`config.mk`:
```
export PLATFORM = sky130hd
export DESIGN_NAME = bcd2bin_n
export DESIGN_NICKNAME = d
export VERILOG_FILES = /design/src/rtl/bcd_pkg.sv /design/src/rtl/bcd_digit_adj.sv /design/src/rtl/bcd2bin_n.sv
export SDC_FILE = /design/constraint.sdc
export NUM_CORES = 1
export LEC_CHECK = 0
export ABC_CLOCK_PERIOD_IN_PS = 1400
export BUFFER_PORTS_ARGS = -buffer_cell sky130_fd_sc_hd__buf_2
export CORE_MARGIN = 2
export CORE_UTILIZATION = 27
export CTS_CLUSTER_SIZE = 8
export DETAILED_ROUTE_END_ITERATION = 12
export HOLD_SLACK_MARGIN = 0.03
export PLACE_DENSITY = 0.55
export REMOVE_ABC_BUFFERS = 1
export SYNTH_ARGS = -nofsm -noshare
export SYNTH_HDL_FRONTEND = slang
export SYNTH_HIERARCHICAL = 1
export SYNTH_SLANG_ARGS = --single-unit
```
`constraint.sdc`:
```
create_clock -name clk -period 1.4 [get_ports clk]
set_input_delay 0.07 -clock clk [delete_from_list [all_inputs] [get_ports clk]]
set_output_delay 0.07 -clock clk [all_outputs]
set_load 0.02 [all_outputs]
```
`src/rtl/bcd_pkg.sv`:
```
// ============================================================================
//  Module      : bcd_pkg
//  Description : Shared definitions for the bcd2bin_n converter: digit width,
//                FSM state encoding and the minimum result width helper.
//  Revision    : 1.0 - initial release
// ============================================================================
`default_nettype none

package bcd_pkg;

    // Width of one packed BCD digit
    localparam int DIGIT_W = 4;

    // FSM state encoding; the fourth 2-bit code is unused and recovers to idle
    localparam logic [1:0] ST_IDLE = 2'd0;
    localparam logic [1:0] ST_OP   = 2'd1;
    localparam logic [1:0] ST_DONE = 2'd2;

    typedef enum logic [1:0] {
        S_IDLE = ST_IDLE,
        S_OP   = ST_OP,
        S_DONE = ST_DONE
    } state_t;

    // Smallest result width w such that 2^w >= 10^digits
    function automatic int min_bin_w(input int digits);
        longint unsigned p;
        int              w;
        bit              found;
        p = 64'd1;
        for (int i = 0; i < digits; i++) begin
            p = p * 64'd10;
        end
        w     = 0;
        found = 1'b0;
        for (int i = 0; i < 64; i++) begin
            if (!found && ((64'd1 << i) >= p)) begin
                w     = i;
                found = 1'b1;
            end
        end
        return w;
    endfunction

endpackage

`default_nettype wire

```
`src/rtl/bcd_digit_adj.sv`:
```
// ============================================================================
//  Module      : bcd_digit_adj
//  Description : One BCD digit correction cell: after a right shift, a digit
//                of 8 or more has 3 subtracted (4-bit arithmetic).
//  Revision    : 1.0 - initial release
// ============================================================================
`default_nettype none

module bcd_digit_adj
    import bcd_pkg::*;
(
    input  logic [DIGIT_W-1:0] i_digit,
    output logic [DIGIT_W-1:0] o_digit
);

    // A halved digit that reads >= 8 carried a 10 worth 5 at this weight; fix by -3
    always_comb begin
        o_digit = i_digit;
        if (i_digit >= 4'd8) begin
            o_digit = i_digit - 4'd3;
        end
    end

endmodule

`default_nettype wire

```
`src/rtl/bcd2bin_n.sv`:
```
// ============================================================================
//  Module      : bcd2bin_n
//  Description : Multi-digit BCD to binary converter. Iterative shift right /
//                subtract-3 datapath, one shift per clock, start/ready/
//                done_tick handshake.
//  Options     : BCD2BIN_DIGIT_CHECK_EN - reject jobs containing a nibble > 9,
//                reporting err=1 and bin=0 one cycle after the accept edge.
//  Revision    : 1.0 - initial release
// ============================================================================
`default_nettype none

module bcd2bin_n
    import bcd_pkg::*;
#(
    parameter int DIGITS = 3,
    parameter int BIN_W  = 10
)
(
    input  logic                        clk,
    input  logic                        reset,
    input  logic                        start,
    input  logic [DIGIT_W*DIGITS-1:0]   bcd,
    output logic                        ready,
    output logic                        done_tick,
    output logic                        err,
    output logic [BIN_W-1:0]            bin
);

    localparam int BCD_W = DIGIT_W * DIGITS;
    localparam int TOT_W = BCD_W + BIN_W;
    localparam int CNT_W = $clog2(BIN_W + 1);

    // Result width must be exactly the minimum able to hold 10^DIGITS - 1
    generate
        if (BIN_W != min_bin_w(DIGITS)) begin : g_bin_w_check
            $error("bcd2bin_n: BIN_W does not match the width required by DIGITS");
        end
    endgenerate

    state_t               r_state;
    state_t               w_state_nxt;
    logic [BCD_W-1:0]     r_bcd;
    logic [BCD_W-1:0]     w_bcd_nxt;
    logic [BIN_W-1:0]     r_bin;
    logic [BIN_W-1:0]     w_bin_nxt;
    logic [CNT_W-1:0]     r_cnt;
    logic [CNT_W-1:0]     w_cnt_nxt;

    logic [TOT_W-1:0]     w_shift;
    logic [BCD_W-1:0]     w_bcd_shift;
    logic [BCD_W-1:0]     w_bcd_adj;
    logic [BIN_W-1:0]     w_bin_shift;

    // One step of the conversion: the combined register moves right by one,
    // the lowest BCD bit becomes the new binary MSB
    assign w_shift     = {r_bcd, r_bin} >> 1;
    assign w_bcd_shift = w_shift[TOT_W-1:BIN_W];
    assign w_bin_shift = w_shift[BIN_W-1:0];

    // Per-digit correction applied in parallel after each shift
    generate
        for (genvar gi = 0; gi < DIGITS; gi++) begin : g_adj
            bcd_digit_adj u_adj (
                .i_digit (w_bcd_shift[gi*DIGIT_W +: DIGIT_W]),
                .o_digit (w_bcd_adj[gi*DIGIT_W +: DIGIT_W])
            );
        end
    endgenerate

`ifdef BCD2BIN_DIGIT_CHECK_EN
    logic r_err;
    logic w_err_nxt;
    logic w_bcd_bad;

    // Flag any incoming nibble that is not a decimal digit
    always_comb begin
        w_bcd_bad = 1'b0;
        for (int i = 0; i < DIGITS; i++) begin
            if (bcd[i*DIGIT_W +: DIGIT_W] > 4'd9) begin
                w_bcd_bad = 1'b1;
            end
        end
    end
`endif

    // Next-state, datapath next values and Moore handshake outputs
    always_comb begin
        w_state_nxt = r_state;
        w_bcd_nxt   = r_bcd;
        w_bin_nxt   = r_bin;
        w_cnt_nxt   = r_cnt;
`ifdef BCD2BIN_DIGIT_CHECK_EN
        w_err_nxt   = r_err;
`endif
        ready       = 1'b0;
        done_tick   = 1'b0;
        case (r_state)
            S_IDLE: begin
                ready = 1'b1;
                if (start) begin
                    w_bcd_nxt = bcd;
                    w_cnt_nxt = CNT_W'(BIN_W);
`ifdef BCD2BIN_DIGIT_CHECK_EN
                    if (w_bcd_bad) begin
                        // Invalid job: report straight away, no iterations
                        w_err_nxt   = 1'b1;
                        w_bin_nxt   = '0;
                        w_state_nxt = S_DONE;
                    end else begin
                        w_err_nxt   = 1'b0;
                        w_state_nxt = S_OP;
                    end
`else
                    w_state_nxt = S_OP;
`endif
                end
            end
            S_OP: begin
                w_bcd_nxt = w_bcd_adj;
                w_bin_nxt = w_bin_shift;
                w_cnt_nxt = r_cnt - CNT_W'(1);
                if (r_cnt == CNT_W'(1)) begin
                    w_state_nxt = S_DONE;
                end
            end
            S_DONE: begin
                done_tick   = 1'b1;
                w_state_nxt = S_IDLE;
            end
            default: begin
                w_state_nxt = S_IDLE;
            end
        endcase
    end

    // State and datapath registers; reset aborts any job in flight
    always_ff @(posedge clk) begin
        if (reset) begin
            r_state <= S_IDLE;
            r_bcd   <= '0;
            r_bin   <= '0;
            r_cnt   <= '0;
`ifdef BCD2BIN_DIGIT_CHECK_EN
            r_err   <= 1'b0;
`endif
        end else begin
            r_state <= w_state_nxt;
            r_bcd   <= w_bcd_nxt;
            r_bin   <= w_bin_nxt;
            r_cnt   <= w_cnt_nxt;
`ifdef BCD2BIN_DIGIT_CHECK_EN
            r_err   <= w_err_nxt;
`endif
        end
    end

    assign bin = r_bin;

`ifdef BCD2BIN_DIGIT_CHECK_EN
    assign err = r_err;
`else
    assign err = 1'b0;
`endif

endmodule

`default_nettype wire

```
==> flow_summary.ini <==
[run_status]
status = completed

[grt]
grt_first_pass_wirelength_mm = 5.26
gr-total-overflow = 0
grt_max_degree = 29
grt_use_total_pct = 10.2
grt_pass1_vias = 1190
antenna_found_initial = 0

[worst_setup_path]
r2r_cells = 7
path_delay_family = flip-flops
timing.rr.start = r_bcd[1]
criticalPathCategory = flop to flop
critPathMaxStageDelay_ns = 0.37
crit_buf_inv = 1
crit_path_cell_trace = inv_1, ha_1, nand2_1, o21ai_0, nand2b_1, a21oi_1, nor3_1
crit_arrival_ns = 1.45
critPathMaxFanout = 3
worstSetupStartpointType = flop
reg2reg_setup_slack_ns = 0.10
cp-end-kind = flop
cp.required_ns = 1.55
r2r-end = r_bcd[1]
critPathSlowestCell = dfxtp_1

[logic_synthesis]
synth_xor_area_share_pct = 3.44
yosys-mux-area-fraction_pct = 0.656
synth_cells = 192
synth_edf_count = 0
synth_top_family_by_area = simple AND/OR/NAND/NOR gates
synthAdderAreaFrac_pct = 6.56
syn_area_sq_um = 1530
ys_ff_latch = 28
synth.distinct_cells = 29
synth_flop_cell = dfxtp_1
synth-simple-area-share_pct = 32.0
async_flop_share_pct = 0
synth_compound_area_share_pct = 12.7
yosys_warnings = 6
synth-seq-area-share_pct = 36.7
avgSynthCellArea_sq_um = 7.95

[timing]
finClkSkew_ns = 0.00810
max_freq_mhz = 770
rsz0062_at_grt = yes
period_needed_ns = 1.30
worst_pin_slew_ns = 0.540
setup_viol = 0
fin_crit_sh_pct = 92.8
maxSlewHeadroom_pct = 64.0
slew_violations = 0
finalHoldViolations = 0
finalWorstSetupSlack_ns = 0.101

[cts]
cts.clk_slew.worst_paths_ns = 0.10
postCtsSetupRepairBufs = 0
clockRootBuffer = clkbuf_8
clk_latency_ns = 0.28
cts_tree = built
cts-buffers-inserted = 3
htree_levels = 1
cts.sinks = 28
cts_buffer_depth = 2

[layout]
final_cell_mix = 27 x nand2_1, 26 x a21oi_1, 26 x buf_2
syn2layout_area_growth_pct = 19.9
nets = 246
mostFrequentLayoutCell = nand2_1
antennaDiodeCount = 0
final_core_util_pct = 33.4
drive_gt1_share_pct = 20.3
fillers = 617

[power]
power_density_nw_per_um2 = 1050
total_power_mw = 1.92
ir_worst_vdd_mv = 0.378
leakage_nw = 0.773

[die]
rows = 27
io_pins = 28
core_sq_um = 5470
initial_utilization_pct = 27.9
die_x_um = 79.2
dieArea_sq_um = 6270
die_height_um = 79.2

[route]
antenna_left = 0
wire_per_inst_um = 10.6
drt_wl_total_mm = 3.11
drc = 0
via_count = 1290
first_iter_violations = 89
firstDrtPassIters = 4
viasPerCell = 4.39

[placement]
io_buffers = 26
dpl.hpwl_mm = 2.21
gp_congestion = 0.728
pre_cts_ws_ns = 0.0563

[hold_path]
min-delay-start = bcd[5]
min_path_cells = 4
min_to = r_bcd[5]
hold_path_class = input pin to flop

[flow_run]
drv_cap = 0
## flip-flops by register name, indices dropped and copies added, names as in the netlist
register and count:
bin 10, r_bcd 12, r_cnt 4, r_state 2
## stage by stage
stage          cells  setup TNS, ns  hold slack [ns]  area [sq um]
4_1_cts          294              0            0.200          1820
5_1_grt          294       -0.00495            0.207          1830
3_3_place_gp     290              0            0.447          1750
6_report         294              0            0.202          1830
2_1_floorplan    184        -0.0223            0.139          1460
3_5_place_dp     290              0            0.448          1750
## metal layers
| metal | vias up | track usage [%] | wire (um) |
|---|---|---|---|
| met5 | - | 0 | 0 |
| met4 | 0 | 3.10 | 24 |
| met3 | 2 | 1.70 | 79 |
| met2 | 12 | 17.5 | 1450 |
| met1 | 591 | 13.2 | 1550 |
| li1 | 685 | - | - |
## report_power, final
part           total [mW]  switching [mW]  internal, mW  leakage, nW
registers           0.916          0.0617         0.854        0.231
logic               0.356           0.177         0.180        0.506
clock network       0.645           0.262         0.383       0.0357
## worst reg2reg max path, stage by stage, from the launching register on
cell      delay, ns
dfxtp_1        0.37
inv_1          0.06
ha_1           0.28
nand2_1        0.06
o21ai_0        0.07
nand2b_1       0.15
a21oi_1        0.13
nor3_1         0.06
## synthesized netlist by cell type (4+ instances only)
library cell	count	share of area (%)
nor2_1	15	3.7
nor2b_1	4	1.6
inv_1	8	2.0
or3b_1	11	6.3
nand2_1	27	6.6
nor3_1	14	4.6
nand2b_1	17	7.0
dfxtp_1	28	37
a21oi_1	26	8.5
ha_1	8	6.6
## worst max path at each step
stage                     from  endpoint  cells after the start
floorplan           r_state[0]  r_cnt[3]                      3
global placement    r_state[0]  r_bcd[6]                      4
detailed placement  r_state[0]  r_bcd[4]                      4
CTS                 r_state[0]  r_bcd[4]                      4
global route          r_bcd[5]  r_bcd[5]                      7
finish                r_bcd[1]  r_bcd[1]                      7
## area by class of cell
cell class / count / area (sq um) / area share [%]
Multi-Input combinational cell: 148 / 868 / 47.4
Clock inverter: 1 / 30.0 / 1.64
Sequential cell: 28 / 568 / 31.0
Clock buffer: 3 / 41.3 / 2.26
Timing Repair Buffer: 34 / 203 / 11.1
Tap cell: 72 / 90.1 / 4.92
Inverter: 8 / 30.0 / 1.64
## logic make-up after synthesis
| group | Yosys count |
|---|---|
| AO/OA/AOI/OAI | 35 |
| XOR/XNOR | 6 |
| buffers and inverters | 21 |
| flip-flops | 28 |
| other | 1 |
| adder cells (fa/ha/maj) | 8 |
| AND/OR/NAND/NOR | 92 |
| multiplexers | 1 |
## repair_timing
| action | 4_1_cts | 5_1_grt |
|---|---|---|
| hold buffers | 0 | 0 |
| resized for setup | 0 | 5 |
| endpoints found under the hold margin | 0 | 0 |
| setup endpoints to repair | 0 | 9 |
Power figures use the tool's default switching activity.
